==> src/rtl/ahb_pkg.sv <==
// Shared AHB-Lite encodings and the bundled address/control phase type
// used by the two-master arbiter.
package ahb_pkg;

   typedef enum logic [1:0] {
      IDLE   = 2'b00,
      BUSY   = 2'b01,
      NONSEQ = 2'b10,
      SEQ    = 2'b11
   } htrans_e;

   localparam logic M_CPU = 1'b0;
   localparam logic M_DMA = 1'b1;

   localparam logic HRESP_OKAY  = 1'b0;
   localparam logic HRESP_ERROR = 1'b1;

   typedef struct packed {
      logic [31:0] haddr;
      logic [1:0]  htrans;
      logic        hwrite;
      logic [2:0]  hsize;
      logic [2:0]  hburst;
      logic [3:0]  hprot;
      logic        hmastlock;
   } ahb_addr_t;

endpackage

==> src/rtl/ahblite_arb_fsm.sv <==
// Ownership state for the two-master arbiter: address/data-phase owner,
// data-phase valid flag and the anti-starvation hold counter.
module ahblite_arb_fsm
   import ahb_pkg::*;
#(
   parameter int unsigned M1_PRIORITY = 1,
   parameter int unsigned MAX_HOLD    = 8
) (
   input  logic       clk_i,
   input  logic       srst_i,
   input  logic       hready_i,
   input  logic [1:0] req_i,
   input  logic [1:0] owner_htrans_i,
   input  logic       owner_lock_i,
   output logic       addr_owner_o,
   output logic       data_owner_o,
   output logic       data_valid_o
);

   localparam logic       PRIO       = (M1_PRIORITY != 0);
   localparam logic       OTHER      = ~PRIO;
   localparam logic [7:0] HOLD_LIMIT = 8'(MAX_HOLD);

   logic       addr_owner_q, addr_owner_d;
   logic       data_owner_q, data_owner_d;
   logic       data_valid_q, data_valid_d;
   logic [7:0] hold_cnt_q, hold_cnt_d;
   logic       next_owner;

   always_ff @(posedge clk_i) begin
      if (srst_i) begin
         addr_owner_q <= M_CPU;
         data_owner_q <= M_CPU;
         data_valid_q <= 1'b0;
         hold_cnt_q   <= '0;
      end else begin
         addr_owner_q <= addr_owner_d;
         data_owner_q <= data_owner_d;
         data_valid_q <= data_valid_d;
         hold_cnt_q   <= hold_cnt_d;
      end
   end

   always_comb begin
      // Locked sequences and bursts in progress are never broken.
      next_owner = M_CPU;
      if (owner_lock_i || (owner_htrans_i == SEQ)) begin
         next_owner = addr_owner_q;
      end else if (req_i[0] ^ req_i[1]) begin
         next_owner = req_i[1];
      end else if (&req_i) begin
         next_owner = ((hold_cnt_q == HOLD_LIMIT) && (addr_owner_q == PRIO)) ? OTHER : PRIO;
      end

      addr_owner_d = addr_owner_q;
      data_owner_d = data_owner_q;
      data_valid_d = data_valid_q;
      hold_cnt_d   = hold_cnt_q;
      if (hready_i) begin
         data_valid_d = owner_htrans_i[1];
         data_owner_d = addr_owner_q;
         addr_owner_d = next_owner;
         if (req_i[OTHER] && (next_owner == PRIO)) begin
            hold_cnt_d = (hold_cnt_q == HOLD_LIMIT) ? hold_cnt_q : hold_cnt_q + 8'd1;
         end else begin
            hold_cnt_d = '0;
         end
      end
   end

   always_comb begin
      addr_owner_o = addr_owner_q;
      data_owner_o = data_owner_q;
      data_valid_o = data_valid_q;
   end

endmodule

==> src/rtl/ahblite_bus_arbiter.sv <==
// Two-master AHB-Lite arbiter (CPU default master, DMA priority master):
// muxes the owner's address/control and write data, routes responses back.
module ahblite_bus_arbiter
   import ahb_pkg::*;
#(
   parameter int unsigned M1_PRIORITY = 1,
   parameter int unsigned MAX_HOLD    = 8
) (
   input  logic        HCLK,
   input  logic        HRESET,
   input  logic [31:0] M0_HADDR,
   input  logic [1:0]  M0_HTRANS,
   input  logic        M0_HWRITE,
   input  logic [2:0]  M0_HSIZE,
   input  logic [2:0]  M0_HBURST,
   input  logic [3:0]  M0_HPROT,
   input  logic        M0_HMASTLOCK,
   input  logic [31:0] M0_HWDATA,
   output logic [31:0] M0_HRDATA,
   output logic        M0_HREADY,
   output logic        M0_HRESP,
   input  logic [31:0] M1_HADDR,
   input  logic [1:0]  M1_HTRANS,
   input  logic        M1_HWRITE,
   input  logic [2:0]  M1_HSIZE,
   input  logic [2:0]  M1_HBURST,
   input  logic [3:0]  M1_HPROT,
   input  logic        M1_HMASTLOCK,
   input  logic [31:0] M1_HWDATA,
   output logic [31:0] M1_HRDATA,
   output logic        M1_HREADY,
   output logic        M1_HRESP,
   output logic [31:0] HADDR,
   output logic [1:0]  HTRANS,
   output logic        HWRITE,
   output logic [2:0]  HSIZE,
   output logic [2:0]  HBURST,
   output logic [3:0]  HPROT,
   output logic        HMASTLOCK,
   output logic [31:0] HWDATA,
   input  logic [31:0] HRDATA,
   input  logic        HREADY,
   input  logic        HRESP,
   output logic        HMASTER
);

   ahb_addr_t  m0_a, m1_a, bus_a;
   logic       addr_owner, data_owner, data_valid;
   logic [1:0] route_rdy, route_rsp;

   ahblite_arb_fsm #(
      .M1_PRIORITY (M1_PRIORITY),
      .MAX_HOLD    (MAX_HOLD)
   ) u_fsm (
      .clk_i          (HCLK),
      .srst_i         (HRESET),
      .hready_i       (HREADY),
      .req_i          ({M1_HTRANS[1], M0_HTRANS[1]}),
      .owner_htrans_i (bus_a.htrans),
      .owner_lock_i   (bus_a.hmastlock),
      .addr_owner_o   (addr_owner),
      .data_owner_o   (data_owner),
      .data_valid_o   (data_valid)
   );

   assign m0_a  = {M0_HADDR, M0_HTRANS, M0_HWRITE, M0_HSIZE, M0_HBURST, M0_HPROT, M0_HMASTLOCK};
   assign m1_a  = {M1_HADDR, M1_HTRANS, M1_HWRITE, M1_HSIZE, M1_HBURST, M1_HPROT, M1_HMASTLOCK};
   assign bus_a = (addr_owner == M_DMA) ? m1_a : m0_a;

   assign HADDR     = bus_a.haddr;
   assign HTRANS    = bus_a.htrans;
   assign HWRITE    = bus_a.hwrite;
   assign HSIZE     = bus_a.hsize;
   assign HBURST    = bus_a.hburst;
   assign HPROT     = bus_a.hprot;
   assign HMASTLOCK = bus_a.hmastlock;
   assign HWDATA    = (data_owner == M_DMA) ? M1_HWDATA : M0_HWDATA;
   assign HMASTER   = addr_owner;

   // A master sees HREADY only while it owns a phase; everyone else stalls.
   for (genvar gi = 0; gi < 2; gi++) begin : g_route
      assign route_rdy[gi] = (addr_owner == 1'(gi)) || (data_valid && (data_owner == 1'(gi)));
      assign route_rsp[gi] = data_valid && (data_owner == 1'(gi));
   end

   assign M0_HREADY = HREADY & route_rdy[0];
   assign M1_HREADY = HREADY & route_rdy[1];
   assign M0_HRESP  = HRESP & route_rsp[0];
   assign M1_HRESP  = HRESP & route_rsp[1];
   assign M0_HRDATA = HRDATA;
   assign M1_HRDATA = HRDATA;

endmodule

==> config.mk <==
export PLATFORM = sky130hd
export DESIGN_NAME = ahblite_bus_arbiter
export DESIGN_NICKNAME = d
export VERILOG_FILES = /design/src/rtl/ahb_pkg.sv /design/src/rtl/ahblite_arb_fsm.sv /design/src/rtl/ahblite_bus_arbiter.sv
export SDC_FILE = /design/constraint.sdc
export NUM_CORES = 1
export LEC_CHECK = 0
export BUFFER_PORTS_ARGS = -buffer_cell sky130_fd_sc_hd__buf_4
export CAP_MARGIN = 10
export CORE_AREA = 2 2 133 135
export DETAILED_ROUTE_END_ITERATION = 16
export DIE_AREA = 0 0 135 137
export PLACE_DENSITY_LB_ADDON = 0.15
export SLEW_MARGIN = 10
export SYNTH_ARGS = -nofsm -noshare
export SYNTH_HDL_FRONTEND = slang
export SYNTH_SLANG_ARGS = --single-unit
==> constraint.sdc <==
create_clock -name HCLK -period 2.55 [get_ports HCLK]
set_input_delay 0.51 -clock HCLK [delete_from_list [all_inputs] [get_ports HCLK]]
set_output_delay 0.51 -clock HCLK [all_outputs]
set_load 0.01 [all_outputs]
# ---- After elaboration in Yosys (flattened, before gate mapping)
# Index checks and enable logic that the tools add are counted.
# W data, S select, Z words.
dict set report totals {
  reg_bits 11
  input_bits 192
  out_inout_bits 147
}
dict set report classes {
  addsub 1
  n_eq_ne 3
  reduce_logical 9
  muxes 8
  bitwise_logic 7
}
# operator count
set ops {}
lappend ops {{$mux W46} 1}
lappend ops {{$mux W32} 1}
lappend ops {{$mux W8} 2}
lappend ops {{$add A8 B1 Y8 const B} 1}
lappend ops {{$eq A8 B4 Y1 const B} 1}
lappend ops {{$and A1 B1 Y1} 4}
lappend ops {{$logic_and A1 B1 Y1} 4}
lappend ops {{$mux W1} 4}
lappend ops {{$reduce_and A2 Y1} 2}
lappend ops {{$logic_or A1 B1 Y1} 3}
lappend ops {{$eq A2 B2 Y1 const B} 1}
lappend ops {{$ne A2 B2 Y1 const B} 1}
lappend ops {{$not A1 Y1} 2}
lappend ops {{$xor A1 B1 Y1} 1}

# ---- Logic depth before layout (Yosys ltp)
# Gate-level depths: netlist (run 1).
dict set report logic_depth {
  depth_word 9
  ltp_mapped 8
  ltp_nobuf 7
}

# ---- Hierarchy
# From an unflattened synthesis (run 1), not the netlist that was laid out.
dict set report unflattened {
  hier_cells 227
  hier_area_um2 2185.8
}
# mod n_inst area_per_inst_um2 cells_each
set by_module_without_submodules {}
lappend by_module_without_submodules {ahblite_bus_arbiter 1 1554.0 158}
lappend by_module_without_submodules {ahblite_arb_fsm 1 631.9 69}

# ---- Least setup slack after synthesis (run 1)
# OpenSTA, ideal clock, no wires.
dict set report synth_path {
  path_type {in2reg}
  from {input port M0_HTRANS[1]}
  to {register u_fsm.hold_cnt_q[7]}
  arrival_ns 2.136
  n_path_buf 1
  slack_ns 0.352
  stages 7
  required_ns 2.488
  cell_sequence {ha_1 and2b_4 nor3_1 or4b_1 buf_4 or3_1 nand3_1}
}
dict set report synth_via {
  elab_chain_cells 7
  elab_cells_between_ends 12
  classes_between {eq/ne: 2; mux: 5; bitwise: 1; reduce/logical: 4}
}
# item line
set synth_rtl {}
lappend synth_rtl {{start, declared} ahblite_bus_arbiter.sv:12} ;# input logic [1:0] M0_HTRANS,
lappend synth_rtl {{$reduce_and A2 Y1 / $mux W46 (equally long branches)} {ahblite_arb_fsm.sv:51, ahblite_bus_arbiter.sv:68}}
lappend synth_rtl {{$mux W1 / $eq A2 B2 Y1 (equally long branches)} {ahblite_arb_fsm.sv:51, ahblite_arb_fsm.sv:47}}
lappend synth_rtl {{$mux W1 / $logic_or A1 B1 Y1 (equally long branches)} {ahblite_arb_fsm.sv:49, ahblite_arb_fsm.sv:47}}
lappend synth_rtl {{$mux W1} ahblite_arb_fsm.sv:47} ;# if (owner_lock_i || (owner_htrans_i == SEQ)) begin
lappend synth_rtl {{$logic_and A1 B1 Y1 *} ahblite_arb_fsm.sv:63} ;# if (req_i[OTHER] && (next_owner == PRIO)) begin
lappend synth_rtl {{$ne A2 B2 Y1 (no source line)} --}
lappend synth_rtl {{$reduce_and A2 Y1 (no source line)} --}
lappend synth_rtl {{end signal, assigned} ahblite_arb_fsm.sv:40} ;# hold_cnt_q <= hold_cnt_d;
lappend synth_rtl {{end, declared} ahblite_arb_fsm.sv:27} ;# logic [7:0] hold_cnt_q, hold_cnt_d;
# Every way passes the cells marked *; elsewhere a longest branch is shown, timed or not.
# A chain may end at the register's enable or synchronous reset.

# ---- Worst setup path after layout (run 1)
# Ends and elaborated chain as after synthesis.

==> reports/results.tsv, run 1 <==
stage	metric	value	unit
outcome	outcome	completed	
yosys	synthTopCellsByCount	mux2_2, buf_4, dfxtp_1, nand2_1, nand3_1	
die	dieArea	18500	um2
detailed_routing	vias_per_cell	3.64	
yosys	synth_top_area_cell	mux2_2	
yosys	syn_inst	235	
yosys	ys_seq_area_share	10.4	%
yosys	muxShareOfSynthArea	41.9	%
die	pin_count	339	
cts	hold_buffers	0	
yosys	synth_top_area_share	41.0	%
setup_path	start_kind	primary input	
timing	worst_pin_slew	0.501	ns
yosys	syn-num-nets	430	
cts	clock-sinks	11	
power	p_seq_share	17.5	%
timing	finalHoldViolations	0	
timing	setup_tns	0	ns
detailed_routing	post_drt_wl_per_cell	15.5	um
placed_design	port_buffers	242	
timing	skew	0.00645	ns
power	ir_drop	0.172	mV
grt	track_usage	9.83	%
setup_path	rrSetupSlack	0.54	ns
min_path	hold_end	u_fsm.addr_owner_o$_SDFFE_PP0P_	
timing	slew_headroom	66.6	%
cts	cts_tree	built	
power	p_leak	0.00175	uW
final_layout	fillCellCount	1929	
placed_design	gp_congestion	0.694	
die	die_w	135	um
die	rows	48	
timing	fin_crit	2.17	ns
yosys	synth_top_flop_cell	dfxtp_1	
final_layout	drive_gt1_share	82.9	%
final_layout	nets	605	
yosys	synthAdderAreaFrac	1.77	%
cts	root_buffer	clkbuf_16	
cts	clk_transition_reported_paths	0.05	ns
power	p_sw	283	uW
detailed_routing	vias	2309	
yosys	avgSynthCellArea	9.00	um2
power	pwr-share-comb	54.6	%
yosys	yosys.area_share.simple	9.99	%
die	design.core.area	17100	um2
yosys	synth_area	2120	um2
yosys	synth-async-reset-ratio	0	%
setup_path	cp_data_arrival_time	2.35	ns
timing	post-route-period-util	85.0	%
cts	clk_latency	0.24	ns
timing	report.final.slew_viol_count	0	
power	power_per_cell_area	273	nW/um2
power	p_int	751	uW
setup_path	worst-path-max-fanout	5	
final_layout	multi_input_area	1350	um2
timing	fmax	0.461	GHz
final_layout	diodes	0	
detailed_routing	drt_iter0_markers	61	
min_path	hp-class	primary input to flip-flop	
setup_path	r2r_end	u_fsm.hold_cnt_q[4]$_SDFFE_PP0P_	
grt	grt_max_degree	39	
grt	antenna_found_initial	0	
cts	clock_path_buffers	2	
yosys	synth_compound_area_share	9.93	%
placed_design	preCtsSetupSlack	0.134	ns
timing	setup_ws	0.382	ns
setup_path	r2r_cells	6	
power	p_clk_share	28.0	%
detailed_routing	ant_nets	0	
timing	finalSetupViolCount	0	
yosys	yosysMostFrequentCell	mux2_2	
yosys	synthTopCellsByArea	mux2_2, buf_4, dfxtp_1	
yosys	synth-xor-area-share	0	%
grt	grt_pass1_wl	14.2	mm
yosys	yosysWarnings	0	
yosys	yosysUniqueCellTypes	43	
cts	htree_levels	1	
setup_path	required	2.73	ns
detailed_routing	drtPass1Iterations	4	
power	netSwitchingFraction	27.4	%
placed_design	dp.final_hpwl	8.59	mm
yosys	synth_top_family_by_area	multiplexers	
die	die_h	137	um
flow_run	maxCapViolCount	0	
detailed_routing	drc	0	
setup_path	cp-end-kind	flip-flop	
final_layout	syn_to_final_growth	79.1	%
grt	grt_overflow	0	
setup_path	crit_type	primary input to flip-flop	
die	initial_utilization	12.4	%
detailed_routing	drt-total-wl	9.82	mm
yosys	synth_edf_count	0	
cts	post_cts_resized	0	
min_path	hold_depth	2	
min_path	hp-start	HRESET	
grt	grt_pass1_vias	2503	
cts	cts_buffers	3	
cts	cts_setup_buffers	0	
final_layout	ff_latch_area	221	um2
setup_path	rr_startpoint	u_fsm.addr_owner_o$_SDFFE_PP0P_	
yosys	ys_seq_elements	11	
timing	rsz0062_at_grt	no	
==> worst max-delay path by stage <==
stage                                               start                                to  slack, ns  depth (start not counted)
after floorplan                              M0_HTRANS[1]  u_fsm.hold_cnt_q[7]$_SDFFE_PP0P_       0.35                          7
after global routing      u_fsm.addr_owner_o$_SDFFE_PP0P_                          HPROT[3]       0.29                          3
after detailed placement                     M0_HTRANS[1]  u_fsm.hold_cnt_q[7]$_SDFFE_PP0P_       0.13                          7
final                                        M0_HTRANS[1]  u_fsm.hold_cnt_q[7]$_SDFFE_PP0P_       0.38                          7
after CTS                 u_fsm.addr_owner_o$_SDFFE_PP0P_                          HADDR[2]       0.36                          3
after global placement                       M0_HTRANS[1]  u_fsm.hold_cnt_q[7]$_SDFFE_PP0P_       0.13                          7
==> metrics by stage <==
step	utilization (%)	instance area, um2	instances	power (uW)	hold WS, ns
4_1_cts	22.2	3790	634	1050	0.490
6_report	22.2	3790	634	1030	0.491
2_1_floorplan	-	2120	235	497	0.455
3_3_place_gp	21.8	3710	630	756	0.490
5_1_grt	22.2	3790	634	1100	0.503
3_5_place_dp	21.8	3710	630	756	0.511
==> sequential cells by signal (all words and copies together) (netlist names) <==
| name | cells |
|---|---|
| u_fsm.hold_cnt_q | 8 |
| u_fsm.data_owner_o | 1 |
| u_fsm.data_valid_o | 1 |
| u_fsm.addr_owner_o | 1 |
==> cells in the final DEF (no fill, tap or decap), types with 2 or more instances in the layout <==
master     Yosys  final
clkbuf_16      0      3
o21ai_0        2      2
mux2_2        77     77
a21oi_1        4      4
nand3_1        7      7
o311ai_1       2      2
buf_4         66    246
dfxtp_1       11     10
o21ai_1        3      3
ha_1           3      3
nand2b_1       2      2
mux2i_1        2      2
or3_1          2      2
inv_1          4      4
nor2_1         4      4
nand2_1       11     11
==> cell families (layout without fill, tap and decap cells) <==
group | count (synthesis) | count (layout)
buffers and inverters | 80 | 254
and+or+nand+nor | 37 | 37
muxes | 79 | 79
adders and majority gates | 3 | 3
DFF | 11 | 11
AOI/OAI and AO/OA | 25 | 25
==> layout make-up <==
cell class	count	area share (%)
inverters	4	0.396
repair buffers	246	48.7
clock buffers	4	2.08
well taps	225	7.43
multi-input cells	144	35.5
flip-flops and latches	11	5.84
==> power by group through the flow <==
stage | clock network [uW] | registers, uW | logic [uW]
finish | 289 | 180 | 564
global route | 309 | 181 | 610
CTS | 298 | 181 | 575
detailed placement | 0 | 184 | 572
global placement | 0 | 184 | 572
floorplan | 0 | 181 | 316
==> layer usage <==
layer	vias up	track usage, %	wire [um]
met5	-	0	0
met4	0	2.20	133
met3	18	3.33	1060
met2	168	17.7	4950
met1	1003	11.2	3680
li1	1120	-	-
==> critical path, cell delays in order <==
cell,delay (ns)
buf_4,0.13
ha_1,0.30
and2b_4,0.27
nor3_1,0.05
or4b_1,0.64
or3_1,0.39
nand3_1,0.06
Note: power is estimated with default switching activity, not from simulation.
==> inputs of run 2 (changes only) <==
--- a/config.mk
+++ b/config.mk
@@ -8,7 +8,7 @@
 export BUFFER_PORTS_ARGS = -buffer_cell sky130_fd_sc_hd__buf_4
 export CAP_MARGIN = 10
-export CORE_AREA = 2 2 133 135
+export CORE_AREA = 2 2 132 134
 export DETAILED_ROUTE_END_ITERATION = 16
-export DIE_AREA = 0 0 135 137
+export DIE_AREA = 0 0 134 136
 export PLACE_DENSITY_LB_ADDON = 0.15
 export SLEW_MARGIN = 10
==> constraint.sdc (replaced) <==
create_clock -name HCLK -period 2.6 [get_ports HCLK]
set_input_delay 0.52 -clock HCLK [delete_from_list [all_inputs] [get_ports HCLK]]
set_output_delay 0.52 -clock HCLK [all_outputs]
set_load 0.05 [all_outputs]
==> reports/results.tsv, run 2 (same netlist as run 1, synthesis figures left out) <==
stage	metric	value	unit	change
timing	skew	0.00198	ns	was 0.00645 ns
timing	fmax	0.455	GHz	
setup_path	r2r_cells	7		was 6
cts	cts_setup_buffers	0		unchanged
grt	use_met1	10.7	%	was 11.2%
placed_design	gp_congestion	0.761		was 0.694
timing	finalSetupViolCount	0		unchanged
detailed_routing	vias	2310		was 2309
cts	root_buffer	clkbuf_16		unchanged
grt	met3_usage	3.80	%	was 3.33%
detailed_routing	ant_nets	0		unchanged
setup_path	cp_data_arrival_time	2.35	ns	about the same
setup_path	worst_path_largest_cell_delay	0.64	ns	about the same
final_layout	final-instance-count-excl-fill	634		unchanged
cts	htree_levels	1		unchanged
setup_path	crit_type	primary input to flip-flop		unchanged
setup_path	r2r_end	u_fsm.hold_cnt_q[3]$_SDFFE_PP0P_		was u_fsm.hold_cnt_q[4]$_SDFFE_PP0P_
setup_path	start_kind	primary input		unchanged
placed_design	place_inst	630		unchanged
timing	finalHoldViolations	0		unchanged
die	die_w	134	um	was 135 um
die	rows	48		unchanged
final_layout	regMostFlops	u_fsm.hold_cnt_q		unchanged
setup_path	critPathBufInv	2		was 1
die	pin_count	339		unchanged
final_layout	nets	605		unchanged
power	power_per_cell_area	347	nW/um2	was 273 nW/um2
setup_path	rr_startpoint	u_fsm.hold_cnt_q[0]$_SDFFE_PP0P_		was u_fsm.addr_owner_o$_SDFFE_PP0P_
final_layout	largest_register_ffs	8		unchanged
outcome	outcome	completed		unchanged
setup_path	rrSetupSlack	0.56	ns	was 0.54 ns
final_layout	drive_gt1_share	82.9	%	unchanged
detailed_routing	drc	0		unchanged
cts	clock_path_buffers	2		unchanged
grt	grt_max_degree	37		was 39
final_layout	syn_to_final_growth	79.1	%	unchanged
final_layout	final_common_cell	buf_4		unchanged
min_path	hold_end	u_fsm.hold_cnt_q[4]$_SDFFE_PP0P_		was u_fsm.addr_owner_o$_SDFFE_PP0P_
timing	slew_headroom	63.2	%	was 66.6%
grt	track_usage	9.98	%	was 9.83%
die	dieArea	18200	um2	was 18500 um2
timing	report.final.slew_viol_count	0		unchanged
flow_run	maxCapViolCount	0		unchanged
detailed_routing	drt_iter0_markers	52		was 61
grt	grt_overflow	0		unchanged
setup_path	required	2.75	ns	was 2.73 ns
grt	grt_pass1_vias	2400		was 2503
placed_design	port_buffers	242		unchanged
die	initial_utilization	12.5	%	was 12.4%
timing	setup_tns	0	ns	unchanged
min_path	hp-class	flip-flop to flip-flop		was primary input to flip-flop
detailed_routing	drt-total-wl	9.68	mm	was 9.82 mm
cts	clk_latency	0.24	ns	about the same
setup_path	worst-path-max-fanout	5		unchanged
power	p_leak	0.00175	uW	unchanged
cts	cts_buffers	3		unchanged
final_layout	fillCellCount	1867		was 1929
final_layout	diodes	0		unchanged
cts	cts_tree	built		unchanged
cts	hold_buffers	0		unchanged
detailed_routing	drtPass1Iterations	5		was 4
cts	clock-sinks	11		unchanged
die	die_h	136	um	was 137 um
detailed_routing	vias_per_cell	3.64		about the same
grt	grt_pass1_wl	14.1	mm	was 14.2 mm
grt	grtUsageMet2	18.2	%	was 17.7%
setup_path	path_common_cell	buf_4		
grt	antenna_found_initial	0		unchanged
detailed_routing	post_drt_wl_per_cell	15.3	um	was 15.5 um
timing	worst_pin_slew	0.551	ns	was 0.501 ns
final_layout	final_cell_mix	buf_4, mux2_2, nand2_1, dfxtp_1, nand3_1		unchanged
setup_path	cp-end-kind	flip-flop		unchanged
min_path	hp-start	u_fsm.hold_cnt_q[4]$_SDFFE_PP0P_		was HRESET
power	ir_drop	0.144	mV	was 0.172 mV
grt	grt.busiest_layer	met2		unchanged
cts	clk_transition_reported_paths	0.04	ns	was 0.05 ns
placed_design	dp.final_hpwl	8.44	mm	was 8.59 mm
timing	fin_crit	2.20	ns	
timing	rsz0062_at_grt	no		unchanged
min_path	hold_depth	1		was 2
die	design.core.area	16900	um2	was 17100 um2
setup_path	path_cells	buf_4 > ha_1 > and2b_4 > nor3_1 > or4b_1 > buf_4 > o311ai_1		was buf_4 > ha_1 > and2b_4 > nor3_1 > or4b_1 > or3_1 > nand3_1
timing	post-route-period-util	84.6	%	
cts	post_cts_resized	0		unchanged
setup_path	critPathTopFamily	simple AND/OR/NAND/NOR gates		unchanged
setup_path	cp_slowest_cell	or4b_1		unchanged
## run 2: report_power, final
part | internal [uW] | switching, uW | leakage [uW]
combinational | 365 | 483 | 0.00162
sequential | 172 | 3.91 | 0.0000894
clock | 207 | 83.7 | 0.0000382
total | 744 | 571 | 0.00175
## run 2: stage by stage
stage               instance area (um2)  hold slack [ns]  utilization, %  worst slack, ns  total power (uW)
floorplan                          2120            0.455               -           0.0352               946
global placement                   3710            0.477            22.0            0.175              1030
detailed placement                 3710            0.488            22.0            0.165              1030
CTS                                3790            0.499            22.5            0.396              1330
global route                       3790            0.519            22.5            0.320              1380
finish                             3790            0.493            22.5            0.401              1320
## run 2: layout make-up
class | count | area [um2] | area share [%]
multi-input combinational | 144 | 1350 | 35.5
timing repair buffer | 246 | 1850 | 48.7
tap | 225 | 282 | 7.43
clock buffer | 4 | 78.8 | 2.08
sequential | 11 | 221 | 5.84
inverter | 4 | 15.0 | 0.396
## run 2: worst max-delay path by stage
stage                                          from                               end  cells after the start
floorplan           u_fsm.addr_owner_o$_SDFFE_PP0P_                         M0_HREADY                      3
global placement                       M0_HTRANS[1]  u_fsm.hold_cnt_q[3]$_SDFFE_PP0P_                      7
detailed placement                     M0_HTRANS[1]  u_fsm.hold_cnt_q[3]$_SDFFE_PP0P_                      7
CTS                 u_fsm.addr_owner_o$_SDFFE_PP0P_                         HADDR[28]                      3
global route                           M0_HTRANS[1]  u_fsm.hold_cnt_q[3]$_SDFFE_PP0P_                      7
finish                                 M0_HTRANS[1]  u_fsm.hold_cnt_q[3]$_SDFFE_PP0P_                      7
## run 2: per-layer routing
layer / wire [um] / vias up / share of wire (%)
li1: - / 1113 / -
met1: 3420 / 1025 / 35
met2: 4990 / 157 / 52
met3: 1110 / 15 / 11
met4: 157 / 0 / 1.6
met5: 0 / - / 0
==> inputs of run 3 (changes only) <==
CORE_AREA = 2 2 133 135   (was 2 2 132 134)
DIE_AREA = 0 0 135 137   (was 0 0 134 136)
clock period = 2.2 ns   (was 2.6 ns; I/O delays follow)
==> reports/results.tsv, run 3 (same netlist as run 1, synthesis figures left out) <==
stage	metric	value	unit	change
detailed_routing	vias_per_cell	3.59		was 3.64
grt	grt_pass1_vias	2433		was 2400
detailed_routing	vias	2297		was 2310
power	p_sw	677	uW	was 571 uW
power	ir_drop	0.229	mV	was 0.144 mV
timing	rsz0062_at_grt	no		unchanged
placed_design	preCtsSetupSlack	-0.0276	ns	was 0.165 ns
power	p_int	887	uW	was 744 uW
final_layout	fillCellCount	1928		was 1867
cts	clock_path_buffers	2		unchanged
die	die_h	137	um	was 136 um
setup_path	cp-end-kind	flip-flop		unchanged
detailed_routing	drt-met1-wl	3.58	mm	was 3.42 mm
detailed_routing	wl_met2	5.18	mm	was 4.99 mm
final_layout	nets	610		was 605
cts	cts_tree	built		unchanged
final_layout	final_cell_mix	buf_4, mux2_2, nand2_1, dfxtp_1, nand3_1		unchanged
final_layout	regMostFlops	u_fsm.hold_cnt_q		unchanged
detailed_routing	top_layer	met4		unchanged
setup_path	start_kind	primary input		unchanged
timing	fmax	0.504	GHz	
placed_design	dp.final_hpwl	8.90	mm	was 8.44 mm
timing	finalHoldViolations	0		unchanged
setup_path	required	2.37	ns	was 2.75 ns
cts	cts_setup_buffers	0		unchanged
die	pin_count	339		unchanged
cts	cts_buffers	3		unchanged
power	pwr-share-comb	65.0	%	was 64.5%
cts	hold_buffers	0		unchanged
final_layout	final_common_cell	buf_4		unchanged
grt	grt_overflow	0		unchanged
die	initial_utilization	12.4	%	was 12.5%
timing	post-route-period-util	90.2	%	
cts	clock-sinks	11		unchanged
cts	post_cts_resized	0		unchanged
final_layout	multi_input_area	1350	um2	about the same
cts	clk_transition_reported_paths	0.05	ns	was 0.04 ns
cts	htree_levels	1		unchanged
detailed_routing	drt-total-wl	10.0	mm	was 9.68 mm
power	p_seq_share	13.4	%	about the same
timing	finalSetupViolCount	0		unchanged
power	netSwitchingFraction	43.3	%	was 43.4%
die	die_w	135	um	was 134 um
outcome	outcome	completed		unchanged
placed_design	port_buffers	242		unchanged
timing	hold_ws	0.437	ns	was 0.493 ns
setup_path	crit_type	primary input to flip-flop		unchanged
cts	root_buffer	clkbuf_16		unchanged
min_path	hp-class	primary input to flip-flop		was flip-flop to flip-flop
detailed_routing	met3_length	1.20	mm	was 1.11 mm
detailed_routing	drt_iter0_markers	43		was 52
die	rows	48		unchanged
final_layout	final-instance-count-excl-fill	639		was 634
cts	clk_latency	0.24	ns	about the same
timing	skew	0.00154	ns	was 0.00198 ns
final_layout	largest_register_ffs	8		unchanged
timing	report.final.slew_viol_count	0		unchanged
die	design.core.area	17100	um2	was 16900 um2
final_layout	postLayoutCellArea	3840	um2	was 3790 um2
final_layout	diodes	0		unchanged
timing	slew_headroom	65.5	%	was 63.2%
flow_run	maxCapViolCount	0		unchanged
power	power_per_cell_area	407	nW/um2	was 347 nW/um2
timing	worst_pin_slew	0.518	ns	was 0.551 ns
grt	grt_pass1_wl	14.2	mm	was 14.1 mm
detailed_routing	ant_nets	0		unchanged
placed_design	place_inst	635		was 630
final_layout	ff_latch_area	221	um2	unchanged
placed_design	gp_congestion	0.740		was 0.761
power	p_leak	0.00178	uW	was 0.00175 uW
detailed_routing	post_drt_wl_per_cell	15.7	um	was 15.3 um
detailed_routing	drc	0		unchanged
grt	grt_max_degree	40		was 37
placed_design	dpl-instance-area	3760	um2	was 3710 um2
power	p_clk_share	21.6	%	was 22.1%
die	dieArea	18500	um2	was 18200 um2
detailed_routing	drtPass1Iterations	4		was 5
grt	antenna_found_initial	0		unchanged
final_layout	syn_to_final_growth	81.7	%	was 79.1%
setup_path	worst-path-max-fanout	6		was 5
timing	setup_ws	0.216	ns	was 0.401 ns
grt	track_usage	10.0	%	was 9.98%
setup_path	cp_data_arrival_time	2.15	ns	was 2.35 ns
timing	fin_crit	1.98	ns	
final_layout	drive_gt1_share	83.6	%	was 82.9%
[run 3: changes by cell type in the layout (fill, tap and decap cells not counted), sizes merged]
cell / previous run / this run
clkbuf: 4 / 3
clkinv: 0 / 1
buf: 246 / 251
[run 3: metrics by stage]
step | total power (uW) | util (%) | setup TNS (ns)
floorplan | 1120 | - | 0
global placement | 1240 | 22.1 | 0
detailed placement | 1240 | 22.1 | -0.0399
CTS | 1590 | 22.5 | 0
global route | 1650 | 22.5 | 0
finish | 1560 | 22.5 | 0
[run 3: critical path, stage by stage]
cell	delay, ns
buf_4	0.12
ha_1	0.29
and2b_4	0.25
nor3_1	0.04
or4b_1	0.54
buf_4	0.18
o21bai_1	0.13
a21boi_1	0.17
[run 3: worst paths after layout]
check / startpoint / endpoint / slack [ns] / cells after the start
worst max register to register: u_fsm.hold_cnt_q[4]$_SDFFE_PP0P_ / u_fsm.hold_cnt_q[4]$_SDFFE_PP0P_ / 0.25 / 5
worst max-delay path: M0_HTRANS[1] / u_fsm.hold_cnt_q[4]$_SDFFE_PP0P_ / 0.22 / 8
worst min-delay path: HRESET / u_fsm.addr_owner_o$_SDFFE_PP0P_ / 0.44 / 2
worst min register to register: u_fsm.hold_cnt_q[0]$_SDFFE_PP0P_ / u_fsm.hold_cnt_q[0]$_SDFFE_PP0P_ / 0.51 / 2
[run 3: layout make-up]
type                            count  share of cell area, %
Inverter                            4                  0.391
Tap cell                          225                   7.32
Clock inverter                      1                  0.130
Multi-Input combinational cell    144                   35.1
Clock buffer                        3                   1.95
Timing Repair Buffer              251                   49.3
Sequential cell                    11                   5.76
[run 3: layer usage]
metal	vias up	global-route usage [%]
li1	1128	-
met1	994	11.0
met3	4	4.56
met5	-	0
met2	171	18.5
met4	0	0.637
[run 3: power by group through the flow]
stage | combinational (uW) | clock (uW) | sequential (uW)
after floorplan | 906 | 0 | 213
after global placement | 1030 | 0 | 214
after detailed placement | 1030 | 0 | 213
after CTS | 1030 | 353 | 210
after global routing | 1070 | 369 | 210
final | 1020 | 338 | 209
